[config.mk]
export PLATFORM = sky130hd
export DESIGN_NAME = sobel_window_sched
export DESIGN_NICKNAME = d
export VERILOG_FILES = /design/src/rtl/sobel_window_sched.sv
export SDC_FILE = /design/constraint.sdc
export NUM_CORES = 1
export LEC_CHECK = 0
export CAP_MARGIN = 20
export CORE_MARGIN = 2
export CORE_UTILIZATION = 50
export CTS_BUF_LIST = sky130_fd_sc_hd__clkbuf_4 sky130_fd_sc_hd__clkbuf_8 sky130_fd_sc_hd__clkbuf_16
export DETAILED_ROUTE_END_ITERATION = 10
export DONT_BUFFER_PORTS = 1
export SYNTH_ARGS = -nofsm -noshare
export SYNTH_HDL_FRONTEND = slang
export SYNTH_SLANG_ARGS = --single-unit
[constraint.sdc]
create_clock -name clk_i -period 2 [get_ports clk_i]
set_input_delay 0.3 -clock clk_i [delete_from_list [all_inputs] [get_ports clk_i]]
set_output_delay 0.3 -clock clk_i [all_outputs]
set_load 0.05 [all_outputs]
[src/rtl/sobel_window_sched.sv]
// Raster pixel stream -> 3x3 windows for the Sobel core, one window in flight at a time; window 1 cycle after accept.
// Pixel input is stalled (px_ready_o=0) from an interior accept until its Sobel result returns.
module sobel_window_sched #(
  parameter int MAX_PIXEL_BITS = 8,
  parameter int IMG_W          = 16,
  parameter int IMG_H          = 16
) (
  input  logic                        clk_i,
  input  logic                        nreset_i,
  input  logic                        frame_start_i,
  input  logic                        px_valid_i,
  input  logic [MAX_PIXEL_BITS-1:0]   px_gray_i,
  output logic                        px_ready_o,
  output logic [9*MAX_PIXEL_BITS-1:0] win_o,
  output logic                        win_valid_o,
  input  logic                        sobel_ready_i,
  input  logic                        sobel_done_i,
  input  logic [MAX_PIXEL_BITS-1:0]   sobel_px_i,
  output logic [MAX_PIXEL_BITS-1:0]   px_sobel_o,
  output logic                        px_sobel_valid_o,
  output logic                        frame_done_o,
  output logic                        busy_o
);

  localparam int B  = MAX_PIXEL_BITS;
  localparam int CW = $clog2(IMG_W);
  localparam int RW = $clog2(IMG_H);
  localparam logic [CW-1:0] COL_LAST = CW'(IMG_W - 1);
  localparam logic [RW-1:0] ROW_LAST = RW'(IMG_H - 1);

  typedef enum logic [1:0] {S_IDLE, S_ACCEPT, S_ISSUE, S_WAIT} state_t;

  state_t          state_q, state_d;
  logic [CW-1:0]   col_q, col_d;
  logic [RW-1:0]   row_q, row_d;
  logic            last_q, last_d;
  logic [9*B-1:0]  win_q, win_d;
  logic [B-1:0]    px_sobel_q, px_sobel_d;
  logic            psv_q, psv_d;
  logic            fdone_q, fdone_d;
  logic [B-1:0]    lb0_q [IMG_W];
  logic [B-1:0]    lb1_q [IMG_W];
  logic [B-1:0]    lb0_out, lb1_out;
  logic            accept;

  assign lb0_out = lb0_q[IMG_W-1];
  assign lb1_out = lb1_q[IMG_W-1];
  assign accept  = (state_q == S_ACCEPT) && px_valid_i;

  always_comb begin
    state_d    = state_q;
    col_d      = col_q;
    row_d      = row_q;
    last_d     = last_q;
    win_d      = win_q;
    px_sobel_d = px_sobel_q;
    psv_d      = 1'b0;
    fdone_d    = 1'b0;
    case (state_q)
      S_IDLE: begin
        if (frame_start_i) begin
          state_d = S_ACCEPT;
          col_d   = '0;
          row_d   = '0;
          last_d  = 1'b0;
        end
      end
      S_ACCEPT: begin
        if (px_valid_i) begin
          // Window slides left; the new right column is (2 lines ago, 1 line ago, now).
          for (int r = 0; r < 3; r++) begin
            win_d[(3*r)*B +: B]   = win_q[(3*r+1)*B +: B];
            win_d[(3*r+1)*B +: B] = win_q[(3*r+2)*B +: B];
          end
          win_d[2*B +: B] = lb1_out;
          win_d[5*B +: B] = lb0_out;
          win_d[8*B +: B] = px_gray_i;
          if (col_q == COL_LAST) begin
            col_d = '0;
            row_d = (row_q == ROW_LAST) ? '0 : row_q + RW'(1);
          end else begin
            col_d = col_q + CW'(1);
          end
          if (row_q >= RW'(2) && col_q >= CW'(2)) begin
            state_d = S_ISSUE;
            last_d  = (col_q == COL_LAST) && (row_q == ROW_LAST);
          end
        end
      end
      S_ISSUE: begin
        if (sobel_ready_i) state_d = S_WAIT;
      end
      S_WAIT: begin
        if (sobel_done_i) begin
          px_sobel_d = sobel_px_i;
          psv_d      = 1'b1;
          fdone_d    = last_q;
          state_d    = last_q ? S_IDLE : S_ACCEPT;
        end
      end
      default: state_d = S_IDLE;
    endcase
  end

  always_ff @(posedge clk_i or negedge nreset_i) begin
    if (!nreset_i) begin
      state_q    <= S_IDLE;
      col_q      <= '0;
      row_q      <= '0;
      last_q     <= 1'b0;
      win_q      <= '0;
      px_sobel_q <= '0;
      psv_q      <= 1'b0;
      fdone_q    <= 1'b0;
    end else begin
      state_q    <= state_d;
      col_q      <= col_d;
      row_q      <= row_d;
      last_q     <= last_d;
      win_q      <= win_d;
      px_sobel_q <= px_sobel_d;
      psv_q      <= psv_d;
      fdone_q    <= fdone_d;
    end
  end

  always_ff @(posedge clk_i or negedge nreset_i) begin
    if (!nreset_i) begin
      for (int i = 0; i < IMG_W; i++) begin
        lb0_q[i] <= '0;
        lb1_q[i] <= '0;
      end
    end else if (accept) begin
      lb0_q[0] <= px_gray_i;
      lb1_q[0] <= lb0_out;
      for (int i = 1; i < IMG_W; i++) begin
        lb0_q[i] <= lb0_q[i-1];
        lb1_q[i] <= lb1_q[i-1];
      end
    end
  end

  assign px_ready_o       = (state_q == S_ACCEPT);
  assign win_valid_o      = (state_q == S_ISSUE);
  assign busy_o           = (state_q != S_IDLE);
  assign win_o            = win_q;
  assign px_sobel_o       = px_sobel_q;
  assign px_sobel_valid_o = psv_q;
  assign frame_done_o     = fdone_q;

endmodule
==> reports/results.ini, run 1 <==
[synthesis]
synth.avg_cell_area_sq_um = 15.9
synthSimpleGateAreaFrac_pct = 1.81
synth-edff-count = 0
synthDistinctLibCells = 32
syn_inst = 742
synth_compound_gate_area_share_pct = 1.11
async_reset_ff_share_pct = 100
netlist_area_sq_um = 11800
synth_flop_cell = dfrtp_1
synthXorXnorAreaFrac_pct = 0.0741
ys_ff_latch = 301
ys.warnings.count = 0
synth_nets = 772
synthAdderAreaFrac_pct = 0.846
synth_top_family_by_area = multiplexers
synth.area.mux_share_pct = 27.5
ys_seq_area_share_pct = 63.7

[routing]
vias_per_cell = 5.18
wl_per_cell_um = 16.3
detail-route-antenna-nets = 0
wl_mm = 17.5
vias = 5567
first_pass_iters = 4
drt_iter0_markers = 284
drc = 0

[cells_and_area]
layout-drive-gt1-share_pct = 48.7
final_common_cell = dfrtp_1
fin_area_sq_um = 13300
diodes = 0
syn_to_final_growth_pct = 12.1
stdcell_count = 1074
fillers = 1820
final_cell_mix = 301 x dfrtp_1, 285 x mux2_2, 31 x clkbuf_16
finalNetCount = 760

[critical_path]
arrival_ns = 1.63
crit_chain = inv_1 -> ha_2 -> clkinvlp_4
crit_path_max_fanout = 6
slowest_stage = dfrtp_1
cp_top_family = flip-flops
path_class = reg2out
crit_path_end_kind = output pin
startpoint_type = flip-flop
slowest_delay_ns = 0.44
critPathRequiredTime_ns = 1.70
path_buf_inv = 2

[timing]
setup_viol = 0
fin_crit_ns = 1.93
tns_ns = 0
rsz0062_at_grt = yes
finalHoldViolCount = 301
finClkSkew_ns = 0.0122
timing.final.max_slew_violations = 0
fin_crit_sh_pct = 96.6
tightest_slew_ns = 0.624
fmax_mhz = 517
slew_headroom_pct = 58.4
hold_ws_ns = -0.555

[worst_hold_path]
hold_path.class = in2async

[floorplan]
die_y_um = 158
fp.dieW_um = 158
core-area_sq_um = 23300
io_pins = 107
initial_core_util_pct = 50.7
num_rows = 56
die_area_sq_um = 24900

[power]
static-leakage-power_nw = 6.63
powerDensity_nw_per_um2 = 1390
p_total_mw = 18.5
ir_worst_vdd_mv = 0.909

[placed_design]
place_inst = 998
hpwl_mm = 10.8
gp_congestion = 0.789
io_buffers = 0
placed_area_sq_um = 12000

[clock_network]
cts_buffer_depth = 3
cts_hold_buffers = 18
post_cts_buffers = 0
cts_tree = yes
root_buffer = clkbuf_16
clk_latency_ns = 0.55
cts_sinks = 301
cts_buffers = 31
clk_pin_slew_worst_paths_ns = 0.06
htreeDepth = 1

[grt]
grt_pass1_vias = 5939
antenna_found_initial = 0
grt_max_degree = 302
grt_pass1_wl_mm = 29.3
track_usage_pct = 14.4
grt_overflow = 0

[job]
cap_violations = 0

[outcome]
outcome = finished, violations left
violations = hold timing

-- sequential cells by signal, indices dropped and copies added (netlist names) --
register and cells:
px_sobel_o 8, win_o 72, last_q 1, frame_done_o 1, state_q 2, col_q 4
lb1_q 96, row_q 4, lb1_out 8, lb0_q 96, px_sobel_valid_o 1, lb0_out 8
-- cell usage after synthesis (3+ instances only) --
cell type	instances	area (sq um)
nor2_1	4	15.0
mux2_2	285	3210
buf_2	22	110
dfrtp_1	301	7530
nand2b_1	6	37.5
and2_1	3	18.8
nand2_1	8	30.0
inv_1	7	26.3
buf_4	50	375
mux2_1	3	33.8
and3_1	3	18.8
nand3_1	6	30.0
buf_6	6	67.6
ha_1	8	100
o21ai_0	8	40.0
-- worst paths after layout --
| check | start | depth (start not counted) | endpoint | slack [ns] |
|---|---|---|---|---|
| max | state_q[0]$_DFFE_PN0P_ | 3 | busy_o | 0.07 |
| min | nreset_i | 0 | last_q$_DFFE_PN0P_ | -0.55 |
| max reg2reg | state_q[1]$_DFFE_PN0P_ | 7 | row_q[3]$_DFFE_PN0P_ | 0.14 |
| min reg2reg | lb0_q[32]$_DFFE_PN0P_ | 1 | lb0_q[24]$_DFFE_PN0P_ | 0.48 |
| max in group asynchronous | nreset_i | 0 | lb1_q[100]$_DFFE_PN0P_ | 2.01 |
| min in group clk_i | sobel_done_i | 2 | px_sobel_valid_o$_DFF_PN0_ | 0.14 |
-- kinds of logic after synthesis --
kind of cell / count (synthesis)
AOI/OAI and AO/OA: 16
xor gates and xnor gates: 1
adders and majority gates: 8
buffers and inverters: 87
DFF: 301
muxes: 289
and+or+nand+nor: 40
-- through the flow --
step | worst slack, ns | utilization [%]
after floorplan | 0.137 | -
after global placement | 0.241 | 51.3
after detailed placement | 0.141 | 51.3
after CTS | 0.0415 | 56.8
after global routing | -0.0200 | 56.8
final | 0.0670 | 56.8
-- timing repair --
item                                    4_1_cts  5_1_grt
gates cloned                                  0        0
gates resized for setup                       2        0
endpoints found under the setup margin        1        1
hold endpoints to repair                    320      301
-- power breakdown --
part           total, mW  switching [mW]  internal (mW)
combinational       3.41            1.46           1.96
clock               5.96            2.26           3.70
sequential          9.10            1.92           7.18
total               18.5            5.64           12.8
-- per-layer routing --
| layer | wire (um) | GRT usage (%) | vias to the layer above |
|---|---|---|---|
| li1 | - | - | 2527 |
| met1 | 7260 | 17.6 | 2921 |
| met2 | 9010 | 25.1 | 92 |
| met3 | 860 | 3.53 | 27 |
| met4 | 333 | 4.85 | 0 |
| met5 | 0 | 0 | - |
-- cell type report --
cell class / count / area [sq um] / share of cell area [%]
Multi-Input combinational cell: 354 / 3720 / 28.1
Inverter: 7 / 30.0 / 0.227
Tap cell: 319 / 399 / 3.01
Clock buffer: 48 / 966 / 7.29
Clock inverter: 10 / 135 / 1.02
Sequential cell: 301 / 7530 / 56.8
Timing Repair Buffer: 35 / 470 / 3.55
-- worst register-to-register path, stage by stage, from the launching register on --
cell and delay (ns):
dfrtp_1 0.42, inv_1 0.12, ha_2 0.30, and2_2 0.21, buf_12 0.24, nand4_1 0.18, nor3_1 0.22, a211o_1 0.12
Note: power is estimated with default switching activity, not from simulation.
==> run 2: changes to the inputs <==
Settings changed: CTS_CLUSTER_DIAMETER from default to 60, SLEW_MARGIN from default to 40.
==> run 2 against run 1 <==
The flow still finishes with violations (hold timing); clock skew grew 0.00093 ns; via count down 0.31%; die area did not move; fmax about the same; clock power shrank 0.7%; hold slack worse by 0.0015 ns; setup slack got worse by 0.00085 ns; sequential power about the same; combinational power about the same; critical path type unchanged; critical endpoint unchanged; largest cell class unchanged.
==> reports/results.ini, run 2 (synthesized netlist as in run 1, its figures left out) <==
[outcome]
outcome = finished, violations left
violations = hold timing

[timing]
fmax_mhz = 517
slew_headroom_pct = 56.7
hold_ws_ns = -0.556
timing.final.max_slew_violations = 0
finalHoldViolCount = 301
tightest_slew_ns = 0.650
fin_crit_sh_pct = 96.7
setup_viol = 0
finClkSkew_ns = 0.0132
fin_crit_ns = 1.93
rsz0062_at_grt = yes

[cells_and_area]
layout-drive-gt1-share_pct = 48.7
fillers = 1819
final_cell_mix = 301 x dfrtp_1, 285 x mux2_2, 31 x clkbuf_16
diodes = 0
stdcell_count = 1074
final_common_cell = dfrtp_1
syn_to_final_growth_pct = 12.0
finalNetCount = 760

[critical_path]
crit_path_max_fanout = 6
reg2reg_depth = 7
critPathRequiredTime_ns = 1.70
r2r_setup_slack_ns = 0.14
r2r_end = row_q[3]$_DFFE_PN0P_
arrival_ns = 1.63
path_class = reg2out
startpoint_type = flip-flop
rr_startpoint = state_q[1]$_DFFE_PN0P_
crit_path_end_kind = output pin

[routing]
vias = 5550
vias_per_cell = 5.17
wl_per_cell_um = 16.3
detail-route-antenna-nets = 0
wl_mm = 17.5
first_pass_iters = 4
drt_iter0_markers = 249
drc = 0

[floorplan]
io_pins = 107
num_rows = 56
core-area_sq_um = 23300
die_y_um = 158
die_area_sq_um = 24900
initial_core_util_pct = 50.7
fp.dieW_um = 158

[clock_network]
cts_buffers = 31
cts_sinks = 301
cts_buffer_depth = 3
cts_hold_buffers = 18
root_buffer = clkbuf_16
clk_pin_slew_worst_paths_ns = 0.06
cts_tree = yes
clk_latency_ns = 0.55
htreeDepth = 1

[grt]
grt_pass1_vias = 5948
antenna_found_initial = 0
track_usage_pct = 14.4
grt_overflow = 0
grt_max_degree = 302
grt_pass1_wl_mm = 29.3

[power]
powerDensity_nw_per_um2 = 1390
static-leakage-power_nw = 6.63
pwr-share-seq_pct = 49.4
netSwitchingPower_mw = 5.63
comb_power_share_pct = 18.5
internal_power_mw = 12.8
switching_share_pct = 30.5
ir_worst_vdd_mv = 0.913
power_frac_clock_pct = 32.1

[job]
cap_violations = 0

[placed_design]
gp_congestion = 0.789
io_buffers = 0
hpwl_mm = 10.8
place_inst = 998

[worst_hold_path]
hold_path.class = in2async

==> run 2: cell count changes in the layout (fill, tap and decap cells not counted) <==
cell | previous run | this run
clkbuf_8 | 10 | 9
clkinv_2 | 4 | 5
clkinv_4 | 0 | 1
inv_6 | 2 | 1
==> run 2: per-stage QoR <==
stage | util (%) | setup TNS [ns] | area (sq um) | power, mW | setup slack (ns)
floorplan | - | 0 | 11800 | 12.1 | 0.137
global placement | 51.3 | 0 | 12000 | 12.5 | 0.241
detailed placement | 51.3 | 0 | 12000 | 12.7 | 0.141
CTS | 56.8 | 0 | 13200 | 18.7 | 0.0410
global route | 56.8 | -0.0197 | 13200 | 19.4 | -0.0197
finish | 56.8 | 0 | 13200 | 18.4 | 0.0662
==> run 2: worst max-delay path: stages, from the launching register on <==
cell        delay (ns)
dfrtp_1           0.44
inv_1             0.13
ha_2              0.25
clkinvlp_4        0.26
==> run 2: layout make-up <==
cell class | instances | area, sq um | area share [%]
multi-input combinational | 354 | 3720 | 28.1
sequential | 301 | 7530 | 56.9
inverter | 7 | 30.0 | 0.227
clock buffer | 47 | 952 | 7.19
tap | 319 | 399 | 3.01
timing repair buffer | 35 | 470 | 3.55
clock inverter | 11 | 140 | 1.06
==> run 2: worst max-delay path by stage <==
stage,start,slack [ns],to,depth (start not counted)
global route,state_q[0]$_DFFE_PN0P_,-0.02,busy_o,3
detailed placement,state_q[1]$_DFFE_PN0P_,0.14,row_q[3]$_DFFE_PN0P_,7
floorplan,state_q[1]$_DFFE_PN0P_,0.14,lb0_q[74]$_DFFE_PN0P_,6
CTS,state_q[0]$_DFFE_PN0P_,0.04,busy_o,3
finish,state_q[0]$_DFFE_PN0P_,0.07,busy_o,3
global placement,state_q[1]$_DFFE_PN0P_,0.24,lb0_q[13]$_DFFE_PN0P_,6
==> run 2: layer usage <==
metal / up-vias / share of wire (%) / global-route usage [%]
li1: 2530 / - / -
met1: 2910 / 41 / 17.6
met2: 83 / 52 / 25.2
met3: 27 / 4.9 / 3.53
met4: 0 / 1.9 / 4.85
met5: - / 0 / 0
==> run 2: power by group through the flow <==
stage | Combinational (mW) | Clock [mW] | Sequential, mW
after CTS | 3.47 | 6.11 | 9.13
after global placement | 3.28 | 0 | 9.20
after detailed placement | 3.42 | 0 | 9.25
after floorplan | 4.04 | 0 | 8.04
final | 3.41 | 5.92 | 9.10
after global routing | 3.71 | 6.41 | 9.25
==> run 2: repair_timing <==
action	4_1_cts	5_1_grt
hold endpoints to repair	320	301
endpoints found under the setup margin	1	1
buffers inserted	0	0
gates resized for setup	2	0
==> run 3: changes to the inputs <==
--- a/config.mk
+++ b/config.mk
@@ -13,4 +13,5 @@
 export DETAILED_ROUTE_END_ITERATION = 10
 export DONT_BUFFER_PORTS = 1
+export PLACE_DENSITY = 0.68
 export SLEW_MARGIN = 40
 export SYNTH_ARGS = -nofsm -noshare
==> constraint.sdc (replaced) <==
create_clock -name clk_i -period 1.6 [get_ports clk_i]
set_input_delay 0.24 -clock clk_i [delete_from_list [all_inputs] [get_ports clk_i]]
set_output_delay 0.24 -clock clk_i [all_outputs]
set_load 0.005 [all_outputs]
==> run 3 against run 2 <==
The flow finishes with violations (hold timing, setup timing); critical path depth increased by 1; register-to-register slack lost 0.16 ns; cell count is 1.6% higher; via count increased by 3.1%; wire length up 6.1%; flip-flop and latch count stayed put; core utilization is 1.7 points higher; global-route usage up 0.49 points; hold slack got worse by 0.053 ns; first-iteration DRC count rose by 29%; clock power up 14%.
==> reports/results.ini, run 3 (synthesized netlist as in run 1, its figures left out) <==
[grt]
antenna_found_initial = 0
track_usage_pct = 14.9
grt_overflow = 0
grt_pass1_wl_mm = 30.3
grt_max_degree = 302
grt_pass1_vias = 6184

[routing]
drc = 0
vias_per_cell = 5.25
drt_iter0_markers = 320
detail-route-antenna-nets = 0
wl_mm = 18.6
vias = 5724
first_pass_iters = 4
wl_per_cell_um = 17.0

[placed_design]
gp_congestion = 0.799
dpl_worst_slack_ns = -0.118
hpwl_mm = 11.1
io_buffers = 0
placed_area_sq_um = 12100

[critical_path]
rr_startpoint = state_q[0]$_DFFE_PN0P_
crit_path_max_fanout = 3
path_buf_inv = 3
path_class = reg2out
slowest_delay_ns = 0.44
crit_chain = inv_2 -> ha_4 -> buf_6 -> inv_2
cp_top_family = flip-flops
crit_path_end_kind = output pin
critPathRequiredTime_ns = 1.36
cp-startpoint = state_q[0]$_DFFE_PN0P_
arrival_ns = 1.39
path_common_cell = inv_2
startpoint_type = flip-flop
slowest_stage = dfrtp_2

[floorplan]
core-area_sq_um = 23300
io_pins = 107
num_rows = 56
die_area_sq_um = 24900
die_y_um = 158
initial_core_util_pct = 50.7
fp.dieW_um = 158

[power]
ir_worst_vdd_mv = 1.11
powerDensity_nw_per_um2 = 1600
static-leakage-power_nw = 6.84
p_total_mw = 21.9

[clock_network]
clk_latency_ns = 0.55
cts_sinks = 301
clk_pin_slew_worst_paths_ns = 0.06
cts_hold_buffers = 18
cts_buffer_depth = 3
htreeDepth = 1
root_buffer = clkbuf_16
cts_tree = yes
cts_buffers = 30

[timing]
fmax_mhz = 613
finClkSkew_ns = 0.0239
tns_ns = -0.267
fin_ws_ns = -0.0302
setup_viol = 26
finalHoldViolCount = 301
fin_crit_ns = 1.63
timing.final.max_slew_violations = 0
slew_headroom_pct = 43.5
tightest_slew_ns = 0.847
hold_ws_ns = -0.609
fin_crit_sh_pct = 102
rsz0062_at_grt = yes

[cells_and_area]
diodes = 0
fin_area_sq_um = 13600
final_common_cell = dfrtp_1
finalNetCount = 782
syn_to_final_growth_pct = 15.3
layout-drive-gt1-share_pct = 51.7
final_cell_mix = 299 x dfrtp_1, 247 x mux2_2, 38 x mux2_4

[job]
cap_violations = 0

[worst_hold_path]
hold_path.class = in2async

[outcome]
outcome = finished, violations left
violations = hold timing, setup timing

run 3: cell types whose count changed in the layout (fill, tap and decap cells not counted), moves of 3 or more:
| cell | before | now |
|---|---|---|
| mux2_4 | 0 | 38 |
| buf_6 | 0 | 4 |
| inv_2 | 0 | 3 |
| mux2_2 | 285 | 247 |
| buf_4 | 4 | 18 |
| ha_4 | 0 | 3 |
run 3: layer usage:
metal	global-route usage, %	wire (um)
met1	17.4	7330
met2	27.4	10000
met3	3.34	851
met4	4.55	372
met5	0	0
run 3: layout make-up:
type                            instances  area [sq um]
Fill cell                            1749          9700
Clock inverter                         10          93.8
Timing Repair Buffer                   58           733
Tap cell                              319           399
Multi-Input combinational cell        354          3960
Clock buffer                           42           885
Inverter                                7          26.3
Sequential cell                       301          7530
run 3: what timing repair did:
| action | CTS | global route |
|---|---|---|
| endpoints found under the setup margin | 31 | 229 |
| hold endpoints to repair | 321 | 301 |
| pin swaps | 2 | 0 |
| gates cloned | 1 | 3 |
| resized for setup | 18 | 51 |
| setup buffers | 2 | 0 |
run 3: where the power goes:
part | switching (mW) | internal, mW | total [mW]
Combinational | 2.02 | 3.14 | 5.16
Sequential | 0.956 | 9.01 | 9.97
Clock | 2.72 | 4.00 | 6.72
Total | 5.70 | 16.2 | 21.9
run 3: through the flow:
stage          instances  util (%)
6_report            1091      58.4
5_1_grt             1091      58.4
4_1_cts             1088      57.2
3_5_place_dp        1015      51.8
3_3_place_gp        1015      51.8
2_1_floorplan        742         -
run 3: worst paths after layout:
kind | cells after the start | slack (ns) | end
setup / recovery | 4 | -0.03 | busy_o
hold / removal | 0 | -0.61 | win_o[11]$_DFFE_PN0P_
setup reg to reg | 5 | -0.02 | lb1_q[45]$_DFFE_PN0P_
hold reg to reg | 1 | 0.48 | lb0_q[24]$_DFFE_PN0P_
max in group asynchronous | 0 | 1.48 | state_q[0]$_DFFE_PN0P_
min in group clk_i | 3 | 0.10 | last_q$_DFFE_PN0P_
==> patch 1 (settings of run 3) <==
Reset style: synchronous (`nreset_i`), changed in 2 clocked blocks.
--- a/src/rtl/sobel_window_sched.sv
+++ b/src/rtl/sobel_window_sched.sv
@@ -102,7 +102,7 @@
     endcase
   end
 
-  always_ff @(posedge clk_i or negedge nreset_i) begin
+  always_ff @(posedge clk_i) begin
     if (!nreset_i) begin
       state_q    <= S_IDLE;
       col_q      <= '0;
@@ -124,7 +124,7 @@
     end
   end
 
-  always_ff @(posedge clk_i or negedge nreset_i) begin
+  always_ff @(posedge clk_i) begin
     if (!nreset_i) begin
       for (int i = 0; i < IMG_W; i++) begin
         lb0_q[i] <= '0;
Behaviour: differs if nreset_i is asserted again (counterexample within 4 cycles, from zero or initial values and one cycle with nreset_i low); with nreset_i held inactive, the same outputs for 10 cycles.
==> patch 1 against run 3 <==
The run ends with negative setup slack left. Wire length rose by 6.6%. Sequential cell count rose by 48. Design area rose by 10%. Fmax barely moved. Area after synthesis rose by 6.8%. Sequential share of layout area rose by 8.4 points. Setup slack improved by 0.00067 ns. Highest routed layer unchanged.
Power is not compared: it rests on default switching activity, and its combinational part moved more than twofold at a synthesized area within 25%.
==> patch 1: results (changes against run 3) <==
The buffer share of cell area was 5.64% (was 5.38%). The placed wire-length estimate after detailed placement was 10900 um (was 11100 um). The routability-driven placement congestion ratio is 0.762 (was 0.799), and the adder-cell area share of the yosys netlist is 0.793% (was 0.846%). The total met3 wirelength after detailed routing was 1050 um (was 851 um); the total CTS buffers was 34 (was 30). The count of clock-net buffers in the final layout was 54 (was 42).

The post-CTS repair timing setup buffer count was 1 (was 2); the multiplexer area fraction after synthesis was 0.277% (was 27.5%). Ranking of synthesized cells by instance count: and2_1, edfxtp_1, dfxtp_1 (was dfrtp_1, mux2_2, buf_4). The data arrival time at the worst-slack endpoint is 1.88 ns (was 1.39 ns).

The run gives 6304 (was 6184) as the via count of the first global-routing pass. Violations in the final reports: negative setup slack (was negative hold slack, negative setup slack). The run gives -0.0295 ns (was -0.0302 ns) as the worst setup margin. Total power for the finished layout comes to 22.3 mW. The total number of nets in the final design came out at 927 (was 782).

For the met3 demand-to-capacity share in global routing, the log shows 3.77% (was 3.34%). The post-detailed-route via-to-cell ratio was 5.13 (was 5.25). The logs give 23.2% (was 27.4%) for the met2 track utilization from global routing and 139 (was 26) for the final number of setup-violating endpoints.

The gate family responsible for the most delay along the worst path was buffers and inverters (was flip-flops). The flow ran to the end, but the final reports show violations. The met1 layer usage reported by global route came out at 20.4% (was 17.4%).

Cell types occupying the most area after synthesis: edfxtp_1, dfxtp_1, and2_1 (was dfrtp_1, mux2_2, buf_4). Number of inserted filler cells in the final layout: 1821 (was 1749). The global-route usage over all layers is 14.8% (was 14.9%). The largest net degree at the start of global routing is 102 (was 302), and the total number of clock tree sinks is 349 (was 301). The sequential cell area fraction in the yosys report is 75.6% (was 63.7%).
patch 1: worst paths after layout:
path                                                 start                        end  slack, ns  cells after the start
worst max-delay path               state_q[1]$_SDFFE_PN0P_  lb1_q[5][1]$_SDFFCE_PN0P_      -0.03                      6
worst min-delay path                              nreset_i      col_q[3]$_SDFFE_PN0P_       0.06                      3
worst max register to register     state_q[1]$_SDFFE_PN0P_  lb1_q[5][1]$_SDFFCE_PN0P_      -0.03                      6
worst min register to register  lb1_q[15][3]$_SDFFCE_PN0P_     win_o[19]$_SDFFE_PN0P_       0.48                      1
patch 1: worst register-to-register path, stage by stage (launching register included):
cell and delay [ns]:
dfxtp_2 0.33, inv_2 0.05, ha_4 0.21, a21oi_4 0.20, clkinvlp_4 0.20, buf_12 0.19, buf_12 0.18
patch 1: through the flow:
| step | std cells | area [um2] |
|---|---|---|
| CTS | 1242 | 14800 |
| global placement | 1161 | 13400 |
| floorplan | 833 | 12700 |
| finish | 1253 | 15000 |
| global route | 1253 | 15000 |
| detailed placement | 1161 | 13400 |
==> patch 2 (flow settings as in run 3) <==
Without the edit above. `IMG_H`: 16 -> 8.
--- a/src/rtl/sobel_window_sched.sv
+++ b/src/rtl/sobel_window_sched.sv
@@ -3,7 +3,7 @@
 module sobel_window_sched #(
   parameter int MAX_PIXEL_BITS = 8,
   parameter int IMG_W          = 16,
-  parameter int IMG_H          = 16
+  parameter int IMG_H          = 8
 ) (
   input  logic                        clk_i,
   input  logic                        nreset_i,
Function: same outputs for any inputs over 10 cycles, from zero or initial values and one cycle with nreset_i low; that may be too few to reach the edited logic, so the function may still have changed.
==> patch 2 against run 3 <==
The run still ends with negative hold slack, negative setup slack left. Area after synthesis is 0.63% higher. Wire length down 2.5%. Clock power grew 7.4%. Design area is 1.1% lower. Largest cell class unchanged. Critical path type is now reg -> reg. Setup slack lost 0.042 ns. Worst hold slack better by 0.012 ns. Sequential cell count down 1. Total power is 3.2% higher.
==> patch 2: results (changes against run 3) <==
The run finished, with violations left. Violations in the final reports: negative hold slack, negative setup slack (unchanged). Highest-delay cell along the critical path: dfrtp_1 (was dfrtp_2). Number of inserted filler cells in the final layout: 1808 (was 1749). The met1 layer usage reported by global route is 17.8% (was 17.4%), and the final number of setup-violating endpoints is 228 (was 26). The total met3 wirelength after detailed routing was 911 um (was 851 um); the total number of nets in the final design was 766 (was 782). The via count of the first global-routing pass came out at 5982 (was 6184).

Post-route met1 wirelength: 7390 um (was 7330 um). The maximum fanout encountered on the critical timing path came out at 19 (was 3). The run gives 5601 (was 5724) as the count of vias placed by the detailed router.

The worst-case clock skew was 0.0103 ns (was 0.0239 ns). The total CTS buffers was 29 (was 30); the total of hold buffers inserted after clock tree synthesis was 17 (was 18). The final-layout worst hold slack was -0.597 ns (was -0.609 ns).

The data arrival time at the worst-slack endpoint is 2.08 ns (was 1.39 ns), and the number of unique standard cell types used by synthesis is 34 (was 32). The peak supply drop is 0.883 mV (was 1.11 mV), and the leakage dissipation is 6.73 nW (was 6.84 nW). The run gives 1002 (was 1015) as the number of cells in the design after placement. The run gives 11000 um (was 11100 um) as the placed wire-length estimate after detailed placement. The sequential cell area fraction in the yosys report was 63.1% (was 63.7%).

For the first-pass GRT wire length, the log shows 30000 um (was 30300 um). The logs give 301 (was 302) for the largest net degree at the start of global routing and 12000 um2 (was 12100 um2) for the instance area after placement. The average footprint of a synthesized cell was 16.2 um2 (was 15.9 um2). The hold violation count in the final report is 300 (was 301).

The gate family responsible for the most delay along the worst path is buffers and inverters (was flip-flops). The reg-to-reg critical path endpoint was win_o[1]$_DFFE_PN0P_ (was lb1_q[45]$_DFFE_PN0P_). The slew at the pin closest to its max-slew limit was 0.586 ns (was 0.847 ns); the routability-driven placement congestion ratio was 0.766 (was 0.799). The run gives 3.24% (was 3.34%) as the met3 demand-to-capacity share in global routing.

The worst setup margin was -0.0724 ns (was -0.0302 ns); the delay contributed by the slowest stage of the critical path was 0.40 ns (was 0.44 ns).
patch 2: cell count changes after synthesis, moves of 4 or more:
cell / delta
buf_2: -21
buf_6: +15
buf_4: +9
nand3_1: -5
o21ai_0: -4
patch 2: repair_timing:
action,in CTS,in global routing
cloned,0,2
hold endpoints to repair,318,300
setup buffers,3,0
gates resized for setup,12,33
endpoints found under the setup margin,62,292
pin swaps,1,3
patch 2: layout make-up:
type	count	area, um2	area share [%]
Timing Repair Buffer	51	626	4.64
Inverter	10	37.5	0.278
Tap cell	319	399	2.96
Multi-Input combinational cell	344	3880	28.8
Sequential cell	300	7510	55.7
Clock buffer	42	861	6.39
Clock inverter	9	170	1.26
patch 2: worst max-delay path by stage:
stage	end	slack, ns	cells after the start
floorplan	row_q[1]$_DFFE_PN0P_	0.009	7
global placement	row_q[1]$_DFFE_PN0P_	0.02	6
detailed placement	row_q[1]$_DFFE_PN0P_	-0.08	6
CTS	win_o[68]$_DFFE_PN0P_	-0.05	6
global route	win_o[60]$_DFFE_PN0P_	-0.11	6
finish	win_o[1]$_DFFE_PN0P_	-0.07	6
patch 2: cell families after synthesis:
family | Yosys count | share of synthesized area, %
adder cells (fa/ha/maj) | 8 | 0.841
flip-flops | 300 | 63.1
multiplexers | 288 | 27.2
buffers and inverters | 91 | 6.07
AND/OR/NAND/NOR | 21 | 1.10
AO/OA/AOI/OAI | 27 | 1.66
patch 2: report_power, final:
group          switching, mW  internal (mW)
clock network           2.71           4.52
registers               1.06           9.20
logic                   2.00           3.07
patch 2: per-stage QoR:
step / power, mW / setup TNS [ns]
final: 22.6 / -8.13
after detailed placement: 15.0 / -0.140
after floorplan: 14.4 / 0
after global placement: 14.7 / 0
after CTS: 22.5 / -4.18
after global routing: 23.7 / -19.28
